[config.mk]
export PLATFORM = sky130hd
export DESIGN_NAME = axi_burst_master_flat
export DESIGN_NICKNAME = d
export VERILOG_FILES = /design/src/rtl/axi_burst_master_if.sv /design/src/rtl/axi_burst_master.sv /design/src/flat_wrapper.sv
export SDC_FILE = /design/constraint.sdc
export NUM_CORES = 1
export LEC_CHECK = 0
export BUFFER_PORTS_ARGS = -buffer_cell sky130_fd_sc_hd__buf_2
export CORE_ASPECT_RATIO = 1.2
export CORE_MARGIN = 1
export CORE_UTILIZATION = 25
export CTS_CLUSTER_SIZE = 10
export DETAILED_ROUTE_END_ITERATION = 10
export GPL_ROUTABILITY_DRIVEN = 0
export PLACE_DENSITY = 0.59
export SKIP_CTS_REPAIR_TIMING = 1
export SYNTH_ARGS = -nofsm -noshare
export SYNTH_HDL_FRONTEND = slang
export SYNTH_SLANG_ARGS = --single-unit
[constraint.sdc]
create_clock -name clk -period 4.3 [get_ports clk]
set_clock_uncertainty 0.2 [all_clocks]
set_input_delay 0.215 -clock clk [delete_from_list [all_inputs] [get_ports clk]]
set_output_delay 0.215 -clock clk [all_outputs]
set_load 0.05 [all_outputs]
[src/rtl/axi_burst_master_if.sv]
// axi_burst_master_if: AXI4 master-port bundle (AW/W/B/AR/R channels) used by axi_burst_master.
interface axi_burst_master_if #(
    parameter int DATA_WIDTH = 32,
    parameter int ADDR_WIDTH = 16,
    parameter int ID_WIDTH   = 8,
    parameter int STRB_WIDTH = DATA_WIDTH / 8
);
    logic [ID_WIDTH-1:0]   awid;
    logic [ADDR_WIDTH-1:0] awaddr;
    logic [7:0]            awlen;
    logic [2:0]            awsize;
    logic [1:0]            awburst;
    logic                  awlock;
    logic [3:0]            awcache;
    logic [2:0]            awprot;
    logic                  awvalid;
    logic                  awready;
    logic [DATA_WIDTH-1:0] wdata;
    logic [STRB_WIDTH-1:0] wstrb;
    logic                  wlast;
    logic                  wvalid;
    logic                  wready;
    logic [ID_WIDTH-1:0]   bid;
    logic [1:0]            bresp;
    logic                  bvalid;
    logic                  bready;
    logic [ID_WIDTH-1:0]   arid;
    logic [ADDR_WIDTH-1:0] araddr;
    logic [7:0]            arlen;
    logic [2:0]            arsize;
    logic [1:0]            arburst;
    logic                  arlock;
    logic [3:0]            arcache;
    logic [2:0]            arprot;
    logic                  arvalid;
    logic                  arready;
    logic [ID_WIDTH-1:0]   rid;
    logic [DATA_WIDTH-1:0] rdata;
    logic [1:0]            rresp;
    logic                  rlast;
    logic                  rvalid;
    logic                  rready;

    modport master (
        output awid, awaddr, awlen, awsize, awburst, awlock, awcache, awprot, awvalid,
        input  awready,
        output wdata, wstrb, wlast, wvalid,
        input  wready,
        input  bid, bresp, bvalid,
        output bready,
        output arid, araddr, arlen, arsize, arburst, arlock, arcache, arprot, arvalid,
        input  arready,
        input  rid, rdata, rresp, rlast, rvalid,
        output rready
    );

    modport slave (
        input  awid, awaddr, awlen, awsize, awburst, awlock, awcache, awprot, awvalid,
        output awready,
        input  wdata, wstrb, wlast, wvalid,
        output wready,
        output bid, bresp, bvalid,
        input  bready,
        input  arid, araddr, arlen, arsize, arburst, arlock, arcache, arprot, arvalid,
        output arready,
        output rid, rdata, rresp, rlast, rvalid,
        input  rready
    );
endinterface

[src/rtl/axi_burst_master.sv]
// axi_burst_master: turns one queued command into a single AXI4 INCR burst, one transaction in flight.
// Define AXI_BURST_MASTER_STATS_EN to add completed-write/read/error counters.
module axi_burst_master #(
    parameter int DATA_WIDTH = 32,
    parameter int ADDR_WIDTH = 16,
    parameter int STRB_WIDTH = DATA_WIDTH / 8,
    parameter int ID_WIDTH   = 8,
    parameter int AXI_ID     = 0
) (
    input  logic                  clk,
    input  logic                  rst_n,
    input  logic [ADDR_WIDTH-1:0] cmd_addr,
    input  logic [7:0]            cmd_len,
    input  logic                  cmd_write,
    input  logic                  cmd_valid,
    output logic                  cmd_ready,
    input  logic [DATA_WIDTH-1:0] wr_data,
    input  logic [STRB_WIDTH-1:0] wr_strb,
    input  logic                  wr_valid,
    output logic                  wr_ready,
    output logic [DATA_WIDTH-1:0] rd_data,
    output logic                  rd_last,
    output logic                  rd_valid,
    input  logic                  rd_ready,
    output logic [1:0]            sts_resp,
    output logic                  sts_write,
    output logic                  sts_valid,
    input  logic                  sts_ready,
`ifdef AXI_BURST_MASTER_STATS_EN
    output logic [31:0]           stat_wr_count,
    output logic [31:0]           stat_rd_count,
    output logic [31:0]           stat_err_count,
`endif
    axi_burst_master_if.master    m_axi
);
    localparam logic [2:0] SIZE = 3'($clog2(STRB_WIDTH));

    typedef enum logic [2:0] {IDLE, WADDR, WDATA, WRESP, RADDR, RDATA, STS} state_t;

    state_t                state, state_nx;
    logic [ADDR_WIDTH-1:0] addr_q;
    logic [7:0]            len_q, cnt;
    logic                  write_q;
    logic [1:0]            resp_q;
    logic [31:0]           span;
    logic                  reject, cmd_fire, w_fire, b_fire, r_fire;

    // Reject misaligned starts and bursts whose last byte falls past the 4 KB page
    assign span     = 32'(cmd_addr[11:0]) + (32'(cmd_len) + 32'd1) * 32'(STRB_WIDTH);
    assign reject   = (|(cmd_addr & ADDR_WIDTH'(STRB_WIDTH - 1))) || span > 32'd4096;
    assign cmd_fire = cmd_valid && cmd_ready;
    assign w_fire   = state == WDATA && wr_valid && m_axi.wready;
    assign b_fire   = state == WRESP && m_axi.bvalid;
    assign r_fire   = state == RDATA && m_axi.rvalid && rd_ready;

    assign m_axi.awid    = ID_WIDTH'(AXI_ID);
    assign m_axi.awaddr  = addr_q;
    assign m_axi.awlen   = len_q;
    assign m_axi.awsize  = SIZE;
    assign m_axi.awburst = 2'b01;
    assign m_axi.awlock  = 1'b0;
    assign m_axi.awcache = 4'b0011;
    assign m_axi.awprot  = 3'b000;
    assign m_axi.arid    = ID_WIDTH'(AXI_ID);
    assign m_axi.araddr  = addr_q;
    assign m_axi.arlen   = len_q;
    assign m_axi.arsize  = SIZE;
    assign m_axi.arburst = 2'b01;
    assign m_axi.arlock  = 1'b0;
    assign m_axi.arcache = 4'b0011;
    assign m_axi.arprot  = 3'b000;
    assign m_axi.wdata   = wr_data;
    assign m_axi.wstrb   = wr_strb;
    assign m_axi.wlast   = cnt == 8'd0;
    assign rd_data       = m_axi.rdata;
    assign rd_last       = m_axi.rlast;
    assign sts_resp      = resp_q;
    assign sts_write     = write_q;

    always_comb begin
        state_nx      = state;
        m_axi.awvalid = state == WADDR;
        m_axi.arvalid = state == RADDR;
        m_axi.wvalid  = state == WDATA && wr_valid;
        wr_ready      = state == WDATA && m_axi.wready;
        m_axi.bready  = state == WRESP;
        rd_valid      = state == RDATA && m_axi.rvalid;
        m_axi.rready  = state == RDATA && rd_ready;
        sts_valid     = state == STS;
        case (state)
            IDLE:    if (cmd_fire) state_nx = reject ? STS : cmd_write ? WADDR : RADDR;
            WADDR:   if (m_axi.awready) state_nx = WDATA;
            WDATA:   if (w_fire && cnt == 8'd0) state_nx = WRESP;
            WRESP:   if (b_fire) state_nx = STS;
            RADDR:   if (m_axi.arready) state_nx = RDATA;
            RDATA:   if (r_fire && (m_axi.rlast || cnt == 8'd0)) state_nx = STS;
            STS:     if (sts_ready) state_nx = IDLE;
            default: state_nx = IDLE;
        endcase
    end

    always_ff @(posedge clk) begin
        if (!rst_n) begin
            state     <= IDLE;
            cmd_ready <= 1'b0;
            resp_q    <= 2'b00;
            write_q   <= 1'b0;
            cnt       <= 8'd0;
        end else begin
            state     <= state_nx;
            cmd_ready <= state_nx == IDLE;
            if (cmd_fire) begin
                addr_q  <= cmd_addr;
                len_q   <= cmd_len;
                cnt     <= cmd_len;
                write_q <= cmd_write;
                resp_q  <= reject ? 2'b10 : 2'b00;
            end
            if (w_fire) cnt <= cnt - 8'd1;
            if (b_fire) resp_q <= m_axi.bid != ID_WIDTH'(AXI_ID) ? 2'b10 : m_axi.bresp;
            // rlast out of step with the beat count is a protocol error and wins over rresp
            if (r_fire) begin
                cnt <= cnt - 8'd1;
                if (m_axi.rlast != (cnt == 8'd0)) resp_q <= 2'b10;
                else if (resp_q == 2'b00) resp_q <= m_axi.rresp;
            end
        end
    end

`ifdef AXI_BURST_MASTER_STATS_EN
    always_ff @(posedge clk) begin
        if (!rst_n) begin
            stat_wr_count  <= 32'd0;
            stat_rd_count  <= 32'd0;
            stat_err_count <= 32'd0;
        end else if (sts_valid && sts_ready) begin
            if (write_q) stat_wr_count <= stat_wr_count + 32'd1;
            else stat_rd_count <= stat_rd_count + 32'd1;
            if (resp_q != 2'b00) stat_err_count <= stat_err_count + 32'd1;
        end
    end
`endif
endmodule

[src/flat_wrapper.sv]
// flat-port wrapper written by rule: the top's interface ports become plain ports
module axi_burst_master_flat 
#(
    parameter int DATA_WIDTH = 32,
    parameter int ADDR_WIDTH = 16,
    parameter int STRB_WIDTH = DATA_WIDTH / 8,
    parameter int ID_WIDTH   = 8,
    parameter int AXI_ID     = 0
)
  (clk, rst_n, cmd_addr, cmd_len, cmd_write, cmd_valid, cmd_ready, wr_data, wr_strb, wr_valid, wr_ready, rd_data, rd_last, rd_valid, rd_ready, sts_resp, sts_write, sts_valid, sts_ready, m_axi_awid, m_axi_awaddr, m_axi_awlen, m_axi_awsize, m_axi_awburst, m_axi_awlock, m_axi_awcache, m_axi_awprot, m_axi_awvalid, m_axi_awready, m_axi_wdata, m_axi_wstrb, m_axi_wlast, m_axi_wvalid, m_axi_wready, m_axi_bid, m_axi_bresp, m_axi_bvalid, m_axi_bready, m_axi_arid, m_axi_araddr, m_axi_arlen, m_axi_arsize, m_axi_arburst, m_axi_arlock, m_axi_arcache, m_axi_arprot, m_axi_arvalid, m_axi_arready, m_axi_rid, m_axi_rdata, m_axi_rresp, m_axi_rlast, m_axi_rvalid, m_axi_rready);
  axi_burst_master_if #(.DATA_WIDTH(DATA_WIDTH), .ADDR_WIDTH(ADDR_WIDTH), .ID_WIDTH(ID_WIDTH), .STRB_WIDTH(STRB_WIDTH)) m_axi_i ();
  input  logic clk;
  input  logic rst_n;
  input  logic [ADDR_WIDTH-1:0] cmd_addr;
  input  logic [7:0] cmd_len;
  input  logic cmd_write;
  input  logic cmd_valid;
  output logic cmd_ready;
  input  logic [DATA_WIDTH-1:0] wr_data;
  input  logic [STRB_WIDTH-1:0] wr_strb;
  input  logic wr_valid;
  output logic wr_ready;
  output logic [DATA_WIDTH-1:0] rd_data;
  output logic rd_last;
  output logic rd_valid;
  input  logic rd_ready;
  output logic [1:0] sts_resp;
  output logic sts_write;
  output logic sts_valid;
  input  logic sts_ready;
  output wire logic [$bits(m_axi_i.awid)-1:0] m_axi_awid;
  output wire logic [$bits(m_axi_i.awaddr)-1:0] m_axi_awaddr;
  output wire logic [$bits(m_axi_i.awlen)-1:0] m_axi_awlen;
  output wire logic [$bits(m_axi_i.awsize)-1:0] m_axi_awsize;
  output wire logic [$bits(m_axi_i.awburst)-1:0] m_axi_awburst;
  output wire logic [$bits(m_axi_i.awlock)-1:0] m_axi_awlock;
  output wire logic [$bits(m_axi_i.awcache)-1:0] m_axi_awcache;
  output wire logic [$bits(m_axi_i.awprot)-1:0] m_axi_awprot;
  output wire logic [$bits(m_axi_i.awvalid)-1:0] m_axi_awvalid;
  input wire logic [$bits(m_axi_i.awready)-1:0] m_axi_awready;
  output wire logic [$bits(m_axi_i.wdata)-1:0] m_axi_wdata;
  output wire logic [$bits(m_axi_i.wstrb)-1:0] m_axi_wstrb;
  output wire logic [$bits(m_axi_i.wlast)-1:0] m_axi_wlast;
  output wire logic [$bits(m_axi_i.wvalid)-1:0] m_axi_wvalid;
  input wire logic [$bits(m_axi_i.wready)-1:0] m_axi_wready;
  input wire logic [$bits(m_axi_i.bid)-1:0] m_axi_bid;
  input wire logic [$bits(m_axi_i.bresp)-1:0] m_axi_bresp;
  input wire logic [$bits(m_axi_i.bvalid)-1:0] m_axi_bvalid;
  output wire logic [$bits(m_axi_i.bready)-1:0] m_axi_bready;
  output wire logic [$bits(m_axi_i.arid)-1:0] m_axi_arid;
  output wire logic [$bits(m_axi_i.araddr)-1:0] m_axi_araddr;
  output wire logic [$bits(m_axi_i.arlen)-1:0] m_axi_arlen;
  output wire logic [$bits(m_axi_i.arsize)-1:0] m_axi_arsize;
  output wire logic [$bits(m_axi_i.arburst)-1:0] m_axi_arburst;
  output wire logic [$bits(m_axi_i.arlock)-1:0] m_axi_arlock;
  output wire logic [$bits(m_axi_i.arcache)-1:0] m_axi_arcache;
  output wire logic [$bits(m_axi_i.arprot)-1:0] m_axi_arprot;
  output wire logic [$bits(m_axi_i.arvalid)-1:0] m_axi_arvalid;
  input wire logic [$bits(m_axi_i.arready)-1:0] m_axi_arready;
  input wire logic [$bits(m_axi_i.rid)-1:0] m_axi_rid;
  input wire logic [$bits(m_axi_i.rdata)-1:0] m_axi_rdata;
  input wire logic [$bits(m_axi_i.rresp)-1:0] m_axi_rresp;
  input wire logic [$bits(m_axi_i.rlast)-1:0] m_axi_rlast;
  input wire logic [$bits(m_axi_i.rvalid)-1:0] m_axi_rvalid;
  output wire logic [$bits(m_axi_i.rready)-1:0] m_axi_rready;
  assign m_axi_awid = m_axi_i.awid;
  assign m_axi_awaddr = m_axi_i.awaddr;
  assign m_axi_awlen = m_axi_i.awlen;
  assign m_axi_awsize = m_axi_i.awsize;
  assign m_axi_awburst = m_axi_i.awburst;
  assign m_axi_awlock = m_axi_i.awlock;
  assign m_axi_awcache = m_axi_i.awcache;
  assign m_axi_awprot = m_axi_i.awprot;
  assign m_axi_awvalid = m_axi_i.awvalid;
  assign m_axi_i.awready = m_axi_awready;
  assign m_axi_wdata = m_axi_i.wdata;
  assign m_axi_wstrb = m_axi_i.wstrb;
  assign m_axi_wlast = m_axi_i.wlast;
  assign m_axi_wvalid = m_axi_i.wvalid;
  assign m_axi_i.wready = m_axi_wready;
  assign m_axi_i.bid = m_axi_bid;
  assign m_axi_i.bresp = m_axi_bresp;
  assign m_axi_i.bvalid = m_axi_bvalid;
  assign m_axi_bready = m_axi_i.bready;
  assign m_axi_arid = m_axi_i.arid;
  assign m_axi_araddr = m_axi_i.araddr;
  assign m_axi_arlen = m_axi_i.arlen;
  assign m_axi_arsize = m_axi_i.arsize;
  assign m_axi_arburst = m_axi_i.arburst;
  assign m_axi_arlock = m_axi_i.arlock;
  assign m_axi_arcache = m_axi_i.arcache;
  assign m_axi_arprot = m_axi_i.arprot;
  assign m_axi_arvalid = m_axi_i.arvalid;
  assign m_axi_i.arready = m_axi_arready;
  assign m_axi_i.rid = m_axi_rid;
  assign m_axi_i.rdata = m_axi_rdata;
  assign m_axi_i.rresp = m_axi_rresp;
  assign m_axi_i.rlast = m_axi_rlast;
  assign m_axi_i.rvalid = m_axi_rvalid;
  assign m_axi_rready = m_axi_i.rready;
  axi_burst_master #(.DATA_WIDTH(DATA_WIDTH), .ADDR_WIDTH(ADDR_WIDTH), .STRB_WIDTH(STRB_WIDTH), .ID_WIDTH(ID_WIDTH), .AXI_ID(AXI_ID)) u_core (.clk(clk), .rst_n(rst_n), .cmd_addr(cmd_addr), .cmd_len(cmd_len), .cmd_write(cmd_write), .cmd_valid(cmd_valid), .cmd_ready(cmd_ready), .wr_data(wr_data), .wr_strb(wr_strb), .wr_valid(wr_valid), .wr_ready(wr_ready), .rd_data(rd_data), .rd_last(rd_last), .rd_valid(rd_valid), .rd_ready(rd_ready), .sts_resp(sts_resp), .sts_write(sts_write), .sts_valid(sts_valid), .sts_ready(sts_ready), .m_axi(m_axi_i));
endmodule
Yosys cells after proc, flatten, opt, wreduce, memory -nomap -nowiden
Cells that the tools add are included.
{"block": "classes", "addsub": 3, "order_cmp": 1, "eq_ne": 7, "n_mux": 20, "reduce_logical": 20}
{"operator": "$add 12x32->32", "count": 1}
{"operator": "$gt 32x13->1 const B", "count": 1}
{"operator": "$mux 3", "count": 9}
{"operator": "$mux 8", "count": 3}
{"operator": "$pmux 3 s7", "count": 1}
{"operator": "$mux 2", "count": 7}
{"operator": "$logic_and 1x1->1", "count": 10}
{"operator": "$add 8x1->9 const B", "count": 1}
{"operator": "$eq 3x3->1 const B", "count": 3}
{"operator": "$logic_not 8->1", "count": 1}
{"operator": "$reduce_bool 8->1", "count": 1}
{"operator": "$sub 8x1->8 const B", "count": 1}
{"operator": "$eq 3x2->1 const B", "count": 2}
{"operator": "$logic_not 3->1", "count": 2}
{"operator": "$eq 3x1->1 const B", "count": 1}
{"operator": "$reduce_bool 3->1", "count": 1}
{"operator": "$logic_not 2->1", "count": 1}
{"operator": "$logic_or 1x1->1", "count": 2}
{"operator": "$reduce_and 2->1", "count": 1}
{"operator": "$reduce_or 2->1", "count": 1}
{"operator": "$ne 1x1->1", "count": 1}
{"block": "totals", "register_bits": 39, "in_bits": 125, "out_inout_bits": 172, "elab_cells": 58}

Longest topological paths before layout
Gate-level depths: netlist (run 1).
{"block": "logic_depth", "ltp_word": 10, "ltp_mapped": 11, "ltp_nobuf": 11}

Worst setup path after synthesis (run 1)
No wires, ideal clock.
{"block": "synth_timing", "path_kind": "input-to-reg", "from": "input cmd_len[0]", "to": "register u_core.state[1]", "setup_time_ns": 0.127, "arrival_time_ns": 2.367, "required_time_ns": 3.973, "setup_slack_ns": 1.606, "path_stages": 8, "path_buffers": 0, "cell_sequence": "ha_1 fa_1 or4_1 a311o_1 nor3_2 nand4_1 nor4_4 o31ai_1"}
{"block": "synth_between", "elab_chain_cells": 7}
{"element": "start, declared", "line_no": "flat_wrapper.sv:15", "text": "input logic [7:0] cmd_len;"}
{"element": "$add 8x1->9", "line_no": "axi_burst_master.sv:49", "text": "assign span = 32'(cmd_addr[11:0]) + (32'(cmd_len) + 32'd1) * 32'(STRB_WIDTH);"}
{"element": "$add 12x32->32", "line_no": "axi_burst_master.sv:49"}
{"element": "$gt 32x13->1", "line_no": "axi_burst_master.sv:50", "text": "assign reject = (|(cmd_addr & ADDR_WIDTH'(STRB_WIDTH - 1))) || span > 32'd4096;"}
{"element": "$logic_or 1x1->1", "line_no": "axi_burst_master.sv:50"}
{"element": "$mux 3 (2 in series)", "line_no": "axi_burst_master.sv:91", "text": "IDLE: if (cmd_fire) state_nx = reject ? STS : cmd_write ? WADDR : RADDR;"}
{"element": "$pmux 3 s7", "line_no": "axi_burst_master.sv:90", "text": "case (state)"}
{"element": "end signal, assigned", "line_no": "axi_burst_master.sv:110", "text": "state <= state_nx;"}
{"element": "end, declared", "line_no": "axi_burst_master.sv:40", "text": "state_t state, state_nx;"}
Every way passes these cells.
A chain may end at the register's enable or synchronous reset.

Worst setup path in the final report (run 1)
{"block": "layout_timing", "from": "input cmd_len[1]", "to": "register u_core.state[2]"}
Same word-level chain as after synthesis.

==> summary.md, run 1 <==
| Metric | Value |
|---|---|
| CP cell instances | `dlygate4sd3_1 > buf_2 > and3_1 > nand3_1 > or2_2 > xnor2_1 > ha_1 > o21ai_1 > a311o_1 > nor3_2 > nand4_1 > nor4_4 > o31ai_1` |
| Slowest CP cell | `dlygate4sd3_1` |
| Latest clock arrival within the worst-skew pair | `280 ps` |
| Hold WC Path Type | `input pin to register` |
| Fmax | `299 MHz` |
| Vias | `2556` |
| Worst R2R End | `u_core.state[0]` |
| Starting density of the core | `0.255` |
| Leak | `1.64 nW` |
| Diodes inserted | `0` |
| Die Y | `129 um` |
| Core Util, Final | `0.273` |
| Synth-to-layout area growth | `6.92%` |
| Least-Margin Pin Slew | `1080 ps` |
| Num CTS Buffers | `5` |
| Kind of critical path | `input pin to register` |
| Row cnt | `46` |
| RSZ-0062 raised after global routing | `false` |
| Max Cap Violations | `0` |
| DRT Wirelength | `10.4 mm` |
| Final setup TNS | `0 ps` |
| Reg clk slew, reported paths | `60 ps` |
| Post-synth cell types | `59` |
| Design area | `0.00359 mm^2` |
| Final setup violation count | `0` |
| Failing checks | `hold timing` |
| Status | `finished, violations left` |
| Htree depth | `2` |
| Port-buffer cells | `110` |
| Biggest cell delay along the critical path | `520 ps` |
| CP bufs+invs | `2` |
| WP data required | `4260 ps` |
| Worst r2r path cells | `7` |
| Crit path max-delay family | `simple AND/OR/NAND/NOR gates` |
| Core area | `0.0132 mm^2` |
| Synth Register Bits | `39` |
| Power per cell area | `473 mW/mm^2` |
| Startpoint types | `input pin` |
| Synth Instances | `371` |
| Drc violations | `0` |
| Final hold vios | `1` |
| Register area share after synthesis | `0.304` |
| Routed Antenna Nets | `0` |
| Top-area cell type share of the netlist area | `0.302` |
| Fin. max-slew vios | `0` |
| CTS tree | `done` |
| HP Start | `cmd_len[5]` |
| HPWL Detailed | `8.93 mm` |
| WHS Endpoint | `u_core.m_axi.arlen[5]` |
| Vias in the first global route | `2286` |
| Share of cells above drive strength 1 | `0.315` |
| M2 GR Usage | `0.239` |
| Tmin final | `3350 ps` |
| Number of synthesized flops with an enable pin | `24` |
| Met1 global-route usage | `0.109` |
| M3 GR Usage | `0.138` |
| CP arrival | `3310 ps` |
| Worst VDD drop | `0.333 mV` |
| Clock Root Buffer | `clkbuf_16` |
| Nets | `545` |
| Global-route wire length before repair | `14.1 mm` |
| Vias/cell | `4.45` |
| I/O pins | `297` |
| DRT iter0 DRCs | `205` |
| Initial antenna violation count | `0` |
| Die ar. | `0.0139 mm^2` |
| Total grt overflow | `0` |
| Area after DPL | `0.00322 mm^2` |
| Post-synth ARST share | `0` |
| Synth Area per Inst | `9.06 um^2` |
| CP max FO | `5` |
| Netlist Area Pre-Place | `0.00336 mm^2` |
| Detailed-router iteration count before antenna repair | `4` |
| Clock Tree Buf Depth | `2` |
| Synth Warn # | `0` |
| Pin count of the biggest net entering global routing | `25` |
| Die Wd | `108 um` |
| Critical path depth | `13` |
| RR Startpoint | `u_core.cnt[3]` |
| Main synth FF type | `edfxtp_1` |
| Min Hold Slack | `-0.239 ps` |
| Hold Path Stages | `1` |
| Worst setup EP type | `register` |
| Largest cells by area after synthesis | `buf_4 30%, edfxtp_1 21%, dfxtp_1 8.9%, ha_1 5.2%, nand2_1 3.0%` |
| CTS Sinks | `39` |
| Total track usage | `0.141` |
| Average wire per standard cell | `18.1 um` |
| Synth area leader | `buf_4` |
| Part of the cycle the worst path needs | `0.778` |
| R2R Setup Slk | `1700 ps` |
| GR peak layer | `met2` |
| Slew headroom | `0.282` |
| # fillers | `1389` |
cell families (layout without fill, tap and decap cells):
logic type	Yosys count	count (layout)	synth area share
buffers and inverters	155	150	0.327
AND/OR/NAND/NOR	86	86	0.144
AO/OA/AOI/OAI	61	61	0.121
flip-flops	39	39	0.304
adder cells (fa/ha/maj)	15	15	0.0581
XOR/XNOR	9	9	0.0257
multiplexers	4	4	0.0175
other	2	42	0.00223
cells in the mapped netlist, drive strengths merged (2+ instances only):
| cell type | n |
|---|---|
| a21oi | 17 |
| a22oi | 3 |
| nor2b | 4 |
| edfxtp | 24 |
| and3 | 9 |
| conb | 2 |
| a21boi | 3 |
| nand3 | 7 |
| and3b | 2 |
| o221ai | 8 |
| o31ai | 3 |
| nor4 | 6 |
| o21ai | 9 |
| nand2 | 27 |
| xor2 | 3 |
| dfxtp | 15 |
| a31oi | 4 |
| clkbuf | 5 |
| and2 | 3 |
| o211ai | 3 |
| nor3 | 3 |
| nor2 | 13 |
| buf | 136 |
| nand4 | 2 |
| nand3b | 2 |
| xnor2 | 6 |
| mux2 | 3 |
| a22o | 2 |
| ha | 14 |
| inv | 14 |
power breakdown:
part           internal, mW  switching, mW  leakage (nW)
clock network         0.332          0.140        0.0911
logic                 0.193          0.520          1.21
registers             0.457         0.0573         0.342
worst max path at each step:
stage	start	to
global route	cmd_len[1]	u_core.sts_resp[1]
global placement	cmd_len[0]	u_core.sts_resp[1]
floorplan	cmd_len[0]	u_core.state[1]
finish	cmd_len[1]	u_core.state[2]
CTS	cmd_len[4]	u_core.state[2]
detailed placement	cmd_len[4]	u_core.sts_resp[1]
layout make-up:
| type | instances | area [um^2] | area share |
|---|---|---|---|
| timing repair buffer | 128 | 731 | 0.203 |
| inverter | 14 | 52.6 | 0.0146 |
| multi-input combinational | 217 | 1390 | 0.387 |
| clock buffer | 6 | 129 | 0.0359 |
| tap | 168 | 210 | 0.0585 |
| sequential | 39 | 1020 | 0.284 |
| clock inverter | 2 | 60.1 | 0.0167 |
flip-flops by register name (all words and copies together) (netlist names):
name	cells
u_core.cmd_ready	1
u_core.cnt	8
u_core.m_axi.araddr	16
u_core.m_axi.arlen	8
u_core.state	3
u_core.sts_resp	2
u_core.sts_write	1
placed cells by master (no fill, tap or decap), types with 6 or more instances in the layout:
cell / n
buf_2: 110
conb_1: 42
nand2_1: 27
edfxtp_1: 24
dlygate4sd3_1: 18
a21oi_1: 17
dfxtp_1: 15
inv_1: 14
ha_1: 14
nor2_1: 13
o21ai_0: 8
o221ai_1: 8
nand3_1: 7
and3_1: 6
metrics by stage:
stage	power [mW]	cells	hold WS, ps	worst slack [ps]
finish	1.70	574	-0.239	953
global route	1.79	574	1.75	774
CTS	1.70	556	-95.2	1490
detailed placement	1.22	548	198	1200
global placement	1.21	548	196	1250
floorplan	1.27	411	114	1610
metal layers:
layer | wire length (um) | up-vias
met4 | 207 | 0
li1 | - | 1183
met3 | 2320 | 15
met2 | 4860 | 212
met1 | 2990 | 1146
met5 | 0 | -
No activity file was read; power rests on OpenSTA's default activity.
==> run 2: changes to the inputs <==
--- a/config.mk
+++ b/config.mk
@@ -5,6 +5,7 @@
 export SDC_FILE = /design/constraint.sdc
 export NUM_CORES = 1
 export LEC_CHECK = 0
+export ABC_AREA = 1
 export BUFFER_PORTS_ARGS = -buffer_cell sky130_fd_sc_hd__buf_2
 export CORE_ASPECT_RATIO = 1.2
 export CORE_MARGIN = 1
==> constraint.sdc (replaced) <==
create_clock -name clk -period 3.3 [get_ports clk]
set_clock_uncertainty 0.2 [all_clocks]
set_input_delay 0.165 -clock clk [delete_from_list [all_inputs] [get_ports clk]]
set_output_delay 0.165 -clock clk [all_outputs]
set_load 0.05 [all_outputs]
==> run 2 against run 1 <==
  * The flow still finishes with violations (hold timing)
  * Via count grew 6.7%
  * Critical path depth grew 4
  * Wire length is 6.3% lower
==> summary.md, run 2 <==
| Metric | Value |
|---|---|
| Port-buffer cells | `110 (unchanged)` |
| Slew headroom | `0.643 (+0.361)` |
| Kind of critical path | `input pin to register` |
| HPWL Detailed | `8.34 mm (-6.6%)` |
| Count leader, synth | `buf_4` |
| Main synth FF type | `edfxtp_1` |
| Synth area leader | `buf_4` |
| Final WS setup | `573 ps (-380 ps)` |
| CTS Sinks | `39 (unchanged)` |
| Register area share after synthesis | `0.293 (-0.0105)` |
| Share of cells above drive strength 1 | `0.279 (-0.0367)` |
| Num CTS Buffers | `5 (unchanged)` |
| Clock Tree Buf Depth | `2 (unchanged)` |
| Placed cell count | `634 (+16%)` |
| Sequential cell area | `0.00102 mm^2 (unchanged)` |
| Max Cap Violations | `0 (unchanged)` |
| Leak | `1.90 nW (+15%)` |
| Die Y | `131 um (+1.7%)` |
| Nets | `638 (+17%)` |
| Post-synth cell types | `39 (-34%)` |
| Worst VDD drop | `0.329 mV (-1.3%)` |
| Total track usage | `0.130 (-0.0107)` |
| RSZ-0062 raised after global routing | `false` |
| CP max FO | `4 (-1)` |
| Reg clk slew, reported paths | `60 ps (about the same)` |
| I/O pins | `297 (unchanged)` |
| Fmax | `367 MHz` |
| Worst setup EP type | `register` |
| Status | `finished, violations left` |
| Routed Antenna Nets | `0 (unchanged)` |
| Area after DPL | `0.00336 mm^2 (+4.2%)` |
| Hold WC Path Type | `input pin to register` |
| Final hold vios | `2 (+1)` |
| Core Util, Final | `0.282 (+0.00903)` |
| CP arrival | `2760 ps (-550 ps)` |
| Synth Warn # | `0 (unchanged)` |
| Final setup TNS | `0 ps (unchanged)` |
| Largest cells by area after synthesis | `buf_4 30%, edfxtp_1 21%, dfxtp_1 8.6%, nand2_1 7.4%, inv_1 5.6%` |
| Fin. max-slew vios | `0 (unchanged)` |
| Vias in the first global route | `2339 (+2.3%)` |
| Startpoint types | `input pin` |
| Synth Instances | `454 (+22%)` |
| Clock Root Buffer | `clkbuf_16` |
| Number of synthesized flops with an enable pin | `24 (unchanged)` |
| Starting density of the core | `0.260 (+0.00458)` |
| Diodes inserted | `0 (unchanged)` |
| # fillers | `1437 (+3.5%)` |
| Global-route wire length before repair | `13.5 mm (-4.3%)` |
| Power per cell area | `569 mW/mm^2 (+20%)` |
| Non-Filler Instances | `667 (+16%)` |
| Most frequent cells in the layout | `110 x buf_2, 69 x nand2_1, 52 x inv_1` |
| Netlist Area Pre-Place | `0.00348 mm^2 (+3.6%)` |
| Top-area cell type share of the netlist area | `0.295 (-0.00609)` |
| Vias | `2728 (+6.7%)` |
| Post-synth ARST share | `0 (unchanged)` |
| Design area | `0.00378 mm^2 (+5.1%)` |
| Total grt overflow | `0 (unchanged)` |
| Commonest non-fill, non-tap cell in the layout | `buf_2` |
| CTS tree | `done` |
| Drc violations | `0 (unchanged)` |
| Htree depth | `2 (unchanged)` |
| Failing checks | `hold timing` |
| Row cnt | `46 (unchanged)` |
| Pin count of the biggest net entering global routing | `16 (-36%)` |
| Die Wd | `110 um (+1.7%)` |
| Detailed-router iteration count before antenna repair | `4 (unchanged)` |
| DRT iter0 DRCs | `79 (-61%)` |
| Max FFs per register | `16 (unchanged)` |
| Synth Register Bits | `39 (unchanged)` |
| Initial antenna violation count | `0 (unchanged)` |
| Final setup violation count | `0 (unchanged)` |
| Die ar. | `0.0144 mm^2 (+3.5%)` |
| Tot Pwr | `2.15 mW (+27%)` |
| Multi-input combinational cell area | `0.00136 mm^2 (-2.3%)` |
| Synth Area per Inst | `7.67 um^2 (-15%)` |
| R2R Setup Slk | `1290 ps (-410 ps)` |
| Latest clock arrival within the worst-skew pair | `290 ps (about the same)` |
| Average wire per standard cell | `14.6 um (-19%)` |
| Tmin final | `2730 ps` |
| Min Hold Slack | `-19.2 ps (-18.9 ps)` |
| Synth-to-layout area growth | `8.52%` |
| Least-Margin Pin Slew | `535 ps (-542 ps)` |
| DRT Wirelength | `9.73 mm (-6.3%)` |
| Post-synth top cells | `137 x buf_4, 69 x nand2_1, 52 x inv_1` |
| WP data required | `3330 ps (-930 ps)` |
| Vias/cell | `4.09 (-8.2%)` |
| Core area | `0.0134 mm^2 (+1.7%)` |
| Post-place setup slack | `305 ps (-897 ps)` |
| Part of the cycle the worst path needs | `0.826` |
[run 2: changes by cell type after synthesis, moves of 4 or more]
cell      previous run  this run
o221ai_1             8         0
a21oi_1             17        13
nor2_2               0         4
nand3_1              7        26
nor2b_1              4         0
nand2_2              0         5
nor2_1              13        33
and3_1               6         1
nand2_1             27        69
inv_1               14        52
inv_2                0         4
nor3_1               1         7
[run 2: critical path, cell delays in order]
cell           delay, ps
dlygate4sd3_1        540
buf_2                130
ha_1                 250
fa_1                 450
xnor2_1              170
nand2_1               70
nor2_1               130
nand3_1               80
nor2_1               140
nand3_1              100
nand2_1              100
nand2_1               80
nand2_1               80
nand2_1               50
nor2_1                80
nand2_1               70
nor2_2                70
[run 2: layer usage]
layer  share of wire  GRT usage
met5               0          0
met4           0.039     0.0704
met3            0.19      0.113
met2            0.49      0.224
met1            0.28     0.0934
[run 2: path summary, 6_finish.rpt]
check	to	from	cells after the start
worst max-delay path	u_core.cmd_ready	cmd_addr[2]	17
worst min-delay path	u_core.sts_write	cmd_write	3
worst min register to register	u_core.sts_write	u_core.sts_write	2
worst max register to register	u_core.cnt[6]	u_core.state[2]	11
[run 2: final cells by class]
class                           instances  area share
Timing Repair Buffer                  136       0.214
Inverter                               56      0.0556
Clock buffer                            5      0.0331
Sequential cell                        39       0.270
Multi-Input combinational cell        260       0.360
Clock inverter                          3      0.0116
Tap cell                              168      0.0556
[run 2: kinds of logic (layout without fill, tap and decap cells)]
family          count (synthesis)  in the layout  synth area share
compound gates                 39             39            0.0687
other cells                     2             42           0.00216
xor+xnor                        9              9            0.0226
simple gates                  155            155             0.197
buf+inv                       195            200             0.360
fa+ha+maj                      15             15            0.0561
flops                          39             39             0.293
[run 2: report_power, final]
group | switching [mW] | total [mW] | internal, mW | leakage (nW)
Combinational | 0.693 | 0.952 | 0.259 | 1.47
Sequential | 0.0540 | 0.640 | 0.586 | 0.341
Clock | 0.202 | 0.558 | 0.356 | 0.0838
